==> src/rtl/branch_pkg.sv <==
// Shared types and constants for the branch resolve unit.
package branch_pkg;

   // Resolver sequencing states
   typedef enum logic [1:0] {
      ST_IDLE    = 2'd0,
      ST_FLUSH   = 2'd1,
      ST_RECOVER = 2'd2
   } brs_state_e;

   // Fall-through distance for a not-taken branch (word-aligned fetch)
   localparam int PC_INC = 4;

   // Queue entry layout: {pc[PC_W], taken[1], target[PC_W]}
   localparam int ENT_TAKEN_W = 1;

   function automatic int entry_w(input int pc_w);
      return 2 * pc_w + ENT_TAKEN_W;
   endfunction

endpackage

==> src/rtl/branch_resolve_unit_pred_fifo.sv <==
// In-flight prediction queue: synchronous FIFO with flush-clear.
// Read data is the current head, available combinationally.
module pred_fifo #(
   parameter int WIDTH = 65,
   parameter int DEPTH = 4
) (
   input  logic             clk,
   input  logic             rst,
   input  logic             clear,
   input  logic             push,
   input  logic             pop,
   input  logic [WIDTH-1:0] wdata,
   output logic [WIDTH-1:0] rdata,
   output logic             full,
   output logic             empty
);

   localparam int AW = (DEPTH > 1) ? $clog2(DEPTH) : 1;

   logic [WIDTH-1:0] mem_q [DEPTH];
   logic [AW:0]      wr_ptr_q, wr_ptr_d;
   logic [AW:0]      rd_ptr_q, rd_ptr_d;

   assign empty = (wr_ptr_q == rd_ptr_q);
   assign full  = (wr_ptr_q[AW] != rd_ptr_q[AW]) &&
                  (wr_ptr_q[AW-1:0] == rd_ptr_q[AW-1:0]);
   assign rdata = mem_q[rd_ptr_q[AW-1:0]];

   // Pointer advance; clear discards everything queued this cycle too
   always_comb begin
      wr_ptr_d = wr_ptr_q;
      rd_ptr_d = rd_ptr_q;
      if (clear) begin
         wr_ptr_d = '0;
         rd_ptr_d = '0;
      end else begin
         if (push) wr_ptr_d = wr_ptr_q + 1'b1;
         if (pop)  rd_ptr_d = rd_ptr_q + 1'b1;
      end
   end

   // Pointer registers
   always_ff @(posedge clk) begin
      if (rst) begin
         wr_ptr_q <= '0;
         rd_ptr_q <= '0;
      end else begin
         wr_ptr_q <= wr_ptr_d;
         rd_ptr_q <= rd_ptr_d;
      end
   end

   // Storage write; when full with a same-cycle pop the head slot is reused
   always_ff @(posedge clk) begin
      if (push && !clear) mem_q[wr_ptr_q[AW-1:0]] <= wdata;
   end

endmodule

==> src/rtl/branch_resolve_unit.sv <==
// Branch resolve unit: queues fetch predictions, checks them in order
// against EX outcomes, updates the branch history table and raises
// flush/redirect on a mispredict.
//
// state      | meaning
// -----------+--------------------------------------------------------
// ST_IDLE    | normal operation, pushes and resolves accepted
// ST_FLUSH   | one-cycle flush pulse, redirect_pc valid, queue empty
// ST_RECOVER | RECOVER_CYC refill cycles, fetch stalled
module branch_resolve_unit
   import branch_pkg::*;
#(
   parameter int LOWER       = 5,
   parameter int PC_W        = 32,
   parameter int DEPTH       = 4,
   parameter int RECOVER_CYC = 2,
   parameter int CNT_W       = 16
) (
   input  logic             clk,
   input  logic             rst,
   input  logic             pred_valid,
   input  logic [PC_W-1:0]  pred_pc,
   input  logic             pred_taken,
   input  logic [PC_W-1:0]  pred_target,
   input  logic             res_valid,
   input  logic             res_taken,
   input  logic             res_jump,
   input  logic [PC_W-1:0]  res_target,
   output logic             bht_en,
   output logic [LOWER-1:0] bht_write_addr,
   output logic             bht_was_taken,
   output logic             bht_jumped,
   output logic             stall_fetch,
   output logic             flush,
   output logic [PC_W-1:0]  redirect_pc,
   output logic [CNT_W-1:0] branch_cnt,
   output logic [CNT_W-1:0] mispredict_cnt,
   output logic             err_underflow
);

   localparam int EW  = entry_w(PC_W);
   localparam int RCW = (RECOVER_CYC > 1) ? $clog2(RECOVER_CYC) : 1;

   brs_state_e       state_q, state_d;
   logic [RCW-1:0]   rec_cnt_q, rec_cnt_d;

   logic [EW-1:0]    head;
   logic [PC_W-1:0]  head_pc, head_target;
   logic             head_taken;
   logic             q_full, q_empty;
   logic             is_idle, resolve, actual, mispredict, push, q_clear;

   logic             bht_en_q;
   logic [LOWER-1:0] bht_addr_q;
   logic             bht_taken_q, bht_jumped_q;
   logic [PC_W-1:0]  redirect_q, redirect_d;
   logic [CNT_W-1:0] branch_cnt_q, mispredict_cnt_q;
   logic             err_q;

   assign head_pc     = head[EW-1 -: PC_W];
   assign head_taken  = head[PC_W];
   assign head_target = head[PC_W-1:0];

   assign is_idle     = (state_q == ST_IDLE);
   assign stall_fetch = q_full || !is_idle;
   assign resolve     = res_valid && is_idle && !q_empty;
   assign actual      = res_taken || res_jump;
   assign mispredict  = (head_taken != actual) || (actual && (head_target != res_target));

   // A same-cycle pop frees the slot even when full; pushes alongside a
   // mispredict are wrong-path and dropped.
   assign push    = pred_valid && is_idle && (!q_full || resolve) && !(resolve && mispredict);
   assign q_clear = resolve && mispredict;

   assign redirect_d = actual ? res_target : (head_pc + PC_W'(PC_INC));

   pred_fifo #(
      .WIDTH (EW),
      .DEPTH (DEPTH)
   ) u_pred_fifo (
      .clk   (clk),
      .rst   (rst),
      .clear (q_clear),
      .push  (push),
      .pop   (resolve),
      .wdata ({pred_pc, pred_taken, pred_target}),
      .rdata (head),
      .full  (q_full),
      .empty (q_empty)
   );

   // Next-state: flush for one cycle, then count down the refill window
   always_comb begin
      state_d   = state_q;
      rec_cnt_d = rec_cnt_q;
      case (state_q)
         ST_IDLE: begin
            if (resolve && mispredict) state_d = ST_FLUSH;
         end
         ST_FLUSH: begin
            state_d   = ST_RECOVER;
            rec_cnt_d = RCW'(RECOVER_CYC - 1);
         end
         ST_RECOVER: begin
            if (rec_cnt_q == '0) state_d = ST_IDLE;
            else                 rec_cnt_d = rec_cnt_q - 1'b1;
         end
         default: state_d = ST_IDLE;
      endcase
   end

   // FSM state register
   always_ff @(posedge clk) begin
      if (rst) begin
         state_q   <= ST_IDLE;
         rec_cnt_q <= '0;
      end else begin
         state_q   <= state_d;
         rec_cnt_q <= rec_cnt_d;
      end
   end

   // Table update, redirect, statistics and error flag, one cycle after resolve
   always_ff @(posedge clk) begin
      if (rst) begin
         bht_en_q         <= 1'b0;
         bht_addr_q       <= '0;
         bht_taken_q      <= 1'b0;
         bht_jumped_q     <= 1'b0;
         redirect_q       <= '0;
         branch_cnt_q     <= '0;
         mispredict_cnt_q <= '0;
         err_q            <= 1'b0;
      end else begin
         bht_en_q   <= resolve;
         redirect_q <= q_clear ? redirect_d : '0;
         if (resolve) begin
            bht_addr_q   <= head_pc[LOWER+1:2];
            bht_taken_q  <= res_taken;
            bht_jumped_q <= res_jump;
            if (branch_cnt_q != '1) branch_cnt_q <= branch_cnt_q + 1'b1;
            if (mispredict && (mispredict_cnt_q != '1))
               mispredict_cnt_q <= mispredict_cnt_q + 1'b1;
         end
         if (res_valid && !resolve) err_q <= 1'b1;
      end
   end

   assign bht_en         = bht_en_q;
   assign bht_write_addr = bht_addr_q;
   assign bht_was_taken  = bht_taken_q;
   assign bht_jumped     = bht_jumped_q;
   assign flush          = (state_q == ST_FLUSH);
   assign redirect_pc    = redirect_q;
   assign branch_cnt     = branch_cnt_q;
   assign mispredict_cnt = mispredict_cnt_q;
   assign err_underflow  = err_q;

endmodule
==> config.mk <==
export PLATFORM = sky130hd
export DESIGN_NAME = branch_resolve_unit
export DESIGN_NICKNAME = d
export VERILOG_FILES = /design/src/rtl/branch_pkg.sv /design/src/rtl/branch_resolve_unit_pred_fifo.sv /design/src/rtl/branch_resolve_unit.sv
export SDC_FILE = /design/constraint.sdc
export NUM_CORES = 1
export LEC_CHECK = 0
export CAP_MARGIN = 20
export CORE_MARGIN = 2
export CORE_UTILIZATION = 45
export CTS_BUF_LIST = sky130_fd_sc_hd__clkbuf_4
export DETAILED_ROUTE_END_ITERATION = 6
export PLACE_DENSITY = 0.7
export SLEW_MARGIN = 20
export SYNTH_ARGS = -nofsm -noshare
export SYNTH_HDL_FRONTEND = slang
export SYNTH_SLANG_ARGS = --single-unit
==> constraint.sdc <==
create_clock -name clk -period 4.6 [get_ports clk]
set_input_delay 0.69 -clock clk [delete_from_list [all_inputs] [get_ports clk]]
set_output_delay 0.69 -clock clk [all_outputs]
set_load 0.01 [all_outputs]
==> key figures, run 1 <==
Clocking
  – H-Tree Depth: 3
  – Worst-Skew Late Latency: ~720 ps
  – Clk slew on worst S/H paths: about 60 ps
  – CTS Hold Bufs: 0
  – Clock sinks: 344
  – Cells resized by post-CTS repair: 0
  – CTS tree: yes
  – Max clock buf depth: 3
  – Cts bufs inserted: approximately 90
  – Root Buffer: clkbuf_4
  – Post-CTS Setup Bufs: 0

Drt
  – Via Count: just under 9,000
  – Initial DRT Pass Iterations: 5
  – Wirelength per Cell: roughly 20 µm
  – Vias per cell: 5.39
  – Post-Route WL: roughly 33 mm
  – Final ANT Viol Nets: 0
  – DR DRC count: 0
  – Number of DRC markers in iteration 0: 599

Yosys
  – Post-synth net total: between 1,000 and 1,500
  – Number of synthesized flops with an enable pin: 260
  – Largest family of logic cells by synthesized area: multiplexers
  – Cells after Synth: roughly 920
  – Main flop type after synthesis: edfxtp_1
  – Synth warn: 0
  – Sequential area share after synthesis: approximately two thirds
  – Mux share of post-synthesis cell area: between 10% and 20%
  – Synth Area in XOR/XNOR: under 10%
  – Compound-cell area share of the yosys netlist: approximately 4.0%
  – Netlist cell types: 60
  – Adder-Cell Fraction of Synth Area: under 10%
  – Seq cells post-synth: about 340
  – Cell Area, Synth: around 0.014 mm²
  – Synth Area per Inst: approximately 15 µm²
  – FFs w/ async S/R, synth: 0%
  – Post-Synth Simple-Gate Area: about 8.8%

Timing
  – Crit path time final: between 3000 and 4000 ps
  – Fmax: approximately 0.26 GHz
  – Slew @ Worst Pin: about 980 ps
  – Worst slew margin: between 30% and 40%
  – PnR worst setup slack: about 700 ps
  – Max Slew Vio Count: 0
  – Layout Skew: between 50 and 60 ps
  – Unrepaired setup endpoints after global routing: false
  – Post-route setup TNS: 0 ps
  – Final hold violation count: 0
  – Final period util: between 80 and 90%
  – Setup violations, final: 0

Setup path
  – Worst r2r path cells: 9
  – CP top delay family: simple AND/OR/NAND/NOR gates
  – Critical Path Stages: 9
  – Critical path buffer and inverter count: 1
  – Crit Path Max Fanout: a little under 60
  – Startpoint types: register
  – Critical path, cell by cell: mux4_2 > o311ai_0 > or4_1 > nor4_1 > nand4bb_1 > o21ai_4 > and2b_1 > and2_2 > buf_12
  – CP required: roughly 5000 ps
  – Endpoint class of the critical path: register
  – CP peak stage delay: 960 ps
  – CP Data Arrival Time: 4270 ps
  – Setup CP Type: register to register
  – Crit-path slowest cell: dfxtp_4

GRT
  – First-pass GRT wire length: 50.2 mm
  – Initial antenna violation count: 4
  – Vias in the first global route: 8,844
  – Largest net degree at the start of global routing: 59
  – Remaining Overflow, GRT: 0
  – GR Util All Layers: 20.2%

Power
  – Power Internal: 6.22 mW
  – Switching pwr: 2.51 mW
  – Leak Pwr: 5.88 nW
  – Combinational fraction of design power: 23.3%
  – Clock Power Share: just over 30%
  – PD cells: 498 mW/mm²
  – Sw Ratio: between 20 and 30%
  – VDD IR max: roughly 260 µV
  – Share of power burned in registers: 46.5%

Die
  – Initial Util: between 40% and 50%
  – I/O pins: 178
  – Die ar.: 0.0329 mm²
  – Die width: 181 µm
  – Die Ht: between 150 and 200 µm
  – Cell Rows: 64
  – Total core area: slightly above 0.03 mm²

Cells and area
  – Finished Core Util: a little under three fifths
  – Final cell count without fillers: approximately 1,600
  – Commonest non-fill, non-tap cell in the layout: edfxtp_1
  – Layout cell share with drive strength beyond 1: about a fifth
  – Most frequent cells in the layout: edfxtp_1 (260), clkdlybuf4s50_1 (177), clkbuf_4 (139)
  – Area grow syn2layout: 24.0%
  – Final #Nets: around 1,300

Place
  – Place WS: between 400 and 500 ps
  – # placed instances: 1,477
  – Placer congestion estimate: approximately 0.85
  – Final HPWL DP: 22.2 mm
  – Port Buf Inserts: ~180

Hold path
  – Worst hold stages: 2
  – Worst min path class: register to register

Status
  – Outcome: finished clean

Job
  – Max cap viols: 0
[final cells by class]
class	count	area [µm²]
clock inverter	21	123
tap	396	495
timing repair buffer	195	1960
antenna	3	7.51
multi-input combinational	523	4340
clock buffer	139	1040
inverter	19	71.3
fill	2496	13200
sequential	344	9500
[path summary, 6_finish.rpt]
check                                   from                                  to  slack [ps]
setup / recovery                    register  u_pred_fifo.mem_q[1][12]$_DFFE_PP_         700
hold / removal    err_underflow$_SDFFE_PP0P_          err_underflow$_SDFFE_PP0P_         480
setup reg to reg                    register  u_pred_fifo.mem_q[1][12]$_DFFE_PP_         700
hold reg to reg   err_underflow$_SDFFE_PP0P_          err_underflow$_SDFFE_PP0P_         480
[worst register-to-register path, cell delays in order (launching register included)]
cell,delay (ps)
dfxtp_4,960
mux4_2,400
o311ai_0,150
or4_1,440
nor4_1,260
nand4bb_1,250
o21ai_4,220
and2b_1,180
and2_2,420
buf_12,270
[sequential cells by signal (all words and copies together), names as in the netlist, named ones only]
name                  count
bht_jumped                1
u_pred_fifo.mem_q       260
bht_write_addr            5
state_q                   2
redirect_pc              32
mispredict_cnt           16
u_pred_fifo.rd_ptr_q      3
bht_was_taken             1
err_underflow             1
rec_cnt_q                 1
branch_cnt               16
bht_en                    1
u_pred_fifo.wr_ptr_q      3
[cell families after synthesis]
kind of cell / Yosys count
AOI/OAI and AO/OA: 78
xor gates and xnor gates: 72
adders and majority gates: 12
buffers and inverters: 55
DFF: 344
muxes: 105
and+or+nand+nor: 256
[cell usage after synthesis, drive strengths merged (8+ instances only)]
cell type	count	share of area [%]
nand3	33	1.2
a211oi	29	1.5
nand2	42	1.1
a21oi	13	0.46
inv	18	0.48
xnor2	37	2.3
and3	8	0.35
clkbuf	12	0.32
buf	24	1.5
nor2b	14	0.62
mux2i	40	2.8
and2	8	0.35
mux2	13	1.1
nor2	93	2.5
dfxtp	84	12
edfxtp	260	55
ha	12	1.1
xor2	35	2.2
or3	8	0.35
nand4	19	0.84
mux4	52	8.4
[metal layers]
metal	part of all wire, %	GRT usage [%]
met1	43	27.7
met2	47	31.9
met3	8.4	4.76
met4	1.8	6.86
met5	0.088	0
[through the flow]
stage | cell area, µm² | hold slack, ps | total power, mW
after floorplan | 14100 | 455 | 5.45
after global placement | 16400 | 457 | 6.14
after detailed placement | 16400 | 468 | 6.17
after CTS | 17500 | 485 | 8.83
after global routing | 17500 | 508 | 9.17
final | 17500 | 479 | 8.73
[power by group through the flow]
stage,clock network [mW],logic (mW),registers (mW)
2_1_floorplan,0,1.38,4.07
3_3_place_gp,0,2.03,4.11
3_5_place_dp,0,2.05,4.12
4_1_cts,2.70,2.06,4.06
5_1_grt,2.86,2.20,4.10
6_report,2.64,2.03,4.05
Note: power is estimated with default switching activity, not from simulation.
==> run 2: changes to the inputs <==
--- a/config.mk
+++ b/config.mk
@@ -10,7 +10,7 @@
 export CORE_UTILIZATION = 45
 export CTS_BUF_LIST = sky130_fd_sc_hd__clkbuf_4
 export DETAILED_ROUTE_END_ITERATION = 6
-export PLACE_DENSITY = 0.7
+export PLACE_DENSITY = 0.67
 export SLEW_MARGIN = 20
 export SYNTH_ARGS = -nofsm -noshare
 export SYNTH_HDL_FRONTEND = slang
==> constraint.sdc (replaced) <==
create_clock -name clk -period 4 [get_ports clk]
set_input_delay 0.6 -clock clk [delete_from_list [all_inputs] [get_ports clk]]
set_output_delay 0.6 -clock clk [all_outputs]
set_load 0.01 [all_outputs]
==> run 2 against run 1 <==
Sequential power rose by 15%; critical path type unchanged; largest power group unchanged; core utilization is essentially flat; worst hold slack better by 1.6 ps; non-clock buffer count is 4 higher; critical path depth increased by 1; highest routed layer is now met4; critical endpoint is now u_pred_fifo.mem_q[3][15]$_DFFE_PP_; flip-flop and latch count is the same; final cell count about the same.
==> key figures, run 2 (same netlist as run 1, synthesis figures left out) <==
Timing
  – Final period util: 92.7%
  – Post-route setup TNS: 0 ps
  – PnR worst setup slack: between 200 and 300 ps
  – Final hold violation count: 0
  – Worst slew margin: about a third
  – Crit path time final: ~3700 ps
  – Max Slew Vio Count: 0
  – Fmax: ~0.27 GHz
  – Setup violations, final: 0
  – Layout Skew: 53.0 ps
  – Slew @ Worst Pin: 1020 ps
  – Unrepaired setup endpoints after global routing: false

Setup path
  – Critical path, cell by cell: buf_12 > mux2i_1 > a2bb2oi_1 > o2111ai_1 > a2111oi_0 > nand4bb_1 > o21ai_4 > and2b_1 > and2_2 > buf_12
  – Crit-path slowest cell: dfxtp_4
  – Setup CP Type: register to register
  – CP required: 4360 ps
  – Startpoint types: register
  – CP peak stage delay: ~730 ps
  – Critical path buffer and inverter count: 2
  – CP top delay family: compound AO/OA/AOI/OAI gates
  – Crit Path Max Fanout: 56
  – CP dominant cell by count: buf_12
  – Endpoint class of the critical path: register
  – CP Data Arrival Time: 4060 ps

Drt
  – Initial DRT Pass Iterations: 5
  – DR DRC count: 0
  – Number of DRC markers in iteration 0: around 620
  – Via Count: 8,884
  – Final ANT Viol Nets: 0
  – Post-Route WL: 33.5 mm
  – Wirelength per Cell: about 20 µm
  – Vias per cell: roughly 5.4

Clocking
  – Root Buffer: clkbuf_4
  – CTS tree: yes
  – Post-CTS Setup Bufs: 0
  – Max clock buf depth: 3
  – Worst-Skew Late Latency: between 700 and 800 ps
  – Cts bufs inserted: between 80 and 90
  – CTS Hold Bufs: 0
  – H-Tree Depth: 3
  – Cells resized by post-CTS repair: 0
  – Clock sinks: about 340
  – Clk slew on worst S/H paths: roughly 60 ps

Status
  – Outcome: finished clean

Die
  – I/O pins: between 150 and 200
  – Die width: 181 µm
  – Initial Util: between 40% and 50%
  – Die ar.: approximately 0.033 mm²
  – Cell Rows: between 60 and 70
  – Die Ht: around 180 µm
  – Total core area: 0.0307 mm²

GRT
  – Initial antenna violation count: 2
  – Remaining Overflow, GRT: 0
  – Largest net degree at the start of global routing: 57
  – First-pass GRT wire length: 50.5 mm
  – GR Util All Layers: about 20%
  – Vias in the first global route: roughly 9,000

Cells and area
  – Area grow syn2layout: 24.1%
  – Commonest non-fill, non-tap cell in the layout: edfxtp_1
  – Final cell count without fillers: 1,639
  – Finished Core Util: 57.1%
  – Fillers: between 2,000 and 3,000
  – Max FFs per register: 260
  – Layout cell share with drive strength beyond 1: a little under a fifth
  – Multi-input gate area: around 0.0043 mm²
  – Most frequent cells in the layout: edfxtp_1 (260), clkdlybuf4s50_1 (177), clkbuf_4 (129)
  – Register area: 0.00950 mm²
  – Final #Nets: around 1,300

Place
  – Placer congestion estimate: just under 0.9
  – # placed instances: ~1,500
  – Port Buf Inserts: 177
  – Place WS: about 300 ps
  – Final HPWL DP: 22.7 mm

Power
  – PD cells: between 500 and 600 mW/mm²
  – Leak Pwr: slightly below 6 nW
  – Total power: ~10 mW
  – VDD IR max: 392 µV

Job
  – Max cap viols: 0

Hold path
  – Worst min path class: register to register
  – Hold_sp: err_underflow$_SDFFE_PP0P_
## run 2: cell count changes in the layout (fill, tap and decap cells not counted), moves of 2 or more
| cell | change |
|---|---|
| clkinv_1 | +6 |
| buf_12 | +4 |
| inv_2 | -2 |
| diode_2 | -2 |
| inv_6 | +3 |
| clkbuf_4 | -10 |
## run 2: where the power goes
group	total, mW	switching (mW)	internal (mW)
Sequential	4.65	0.213	4.43
Combinational	2.42	1.32	1.10
Clock	2.90	1.40	1.49
Total	9.96	2.93	7.03
## run 2: layout make-up
type	count	area share (%)
repair buffers	199	11.6
clock inverters	28	0.784
diodes	1	0.0143
multi-input cells	523	24.7
well taps	396	2.82
flip-flops and latches	344	54.1
clock buffers	129	5.52
inverters	19	0.406
## run 2: worst paths after layout
check | to | slack, ps | depth (start not counted)
hold / removal | err_underflow$_SDFFE_PP0P_ | 480 | 2
setup / recovery | u_pred_fifo.mem_q[3][15]$_DFFE_PP_ | 290 | 10
setup reg to reg | u_pred_fifo.mem_q[3][15]$_DFFE_PP_ | 290 | 10
hold reg to reg | err_underflow$_SDFFE_PP0P_ | 480 | 2
## run 2: metrics by stage
| step | area (µm²) | hold WS, ps |
|---|---|---|
| 3_5_place_dp | 16400 | 475 |
| 2_1_floorplan | 14100 | 455 |
| 6_report | 17600 | 480 |
| 5_1_grt | 17600 | 467 |
| 3_3_place_gp | 16400 | 461 |
| 4_1_cts | 17500 | 426 |
## run 2: metal layers
layer | vias to the layer above | wire, µm | part of all wire (%) | global-route usage (%)
li1 | 4103 | - | - | -
met1 | 4364 | 14500 | 43 | 27.3
met2 | 359 | 15900 | 48 | 32.9
met3 | 58 | 2270 | 6.8 | 4.35
met4 | 0 | 695 | 2.1 | 6.99
met5 | - | 0 | 0 | 0
## run 2: worst reg2reg max path, stage by stage (launching register included)
cell,delay [ps]
dfxtp_4,730
buf_12,250
mux2i_1,330
a2bb2oi_1,190
o2111ai_1,110
a2111oi_0,520
nand4bb_1,280
o21ai_4,210
and2b_1,190
and2_2,190
buf_12,300
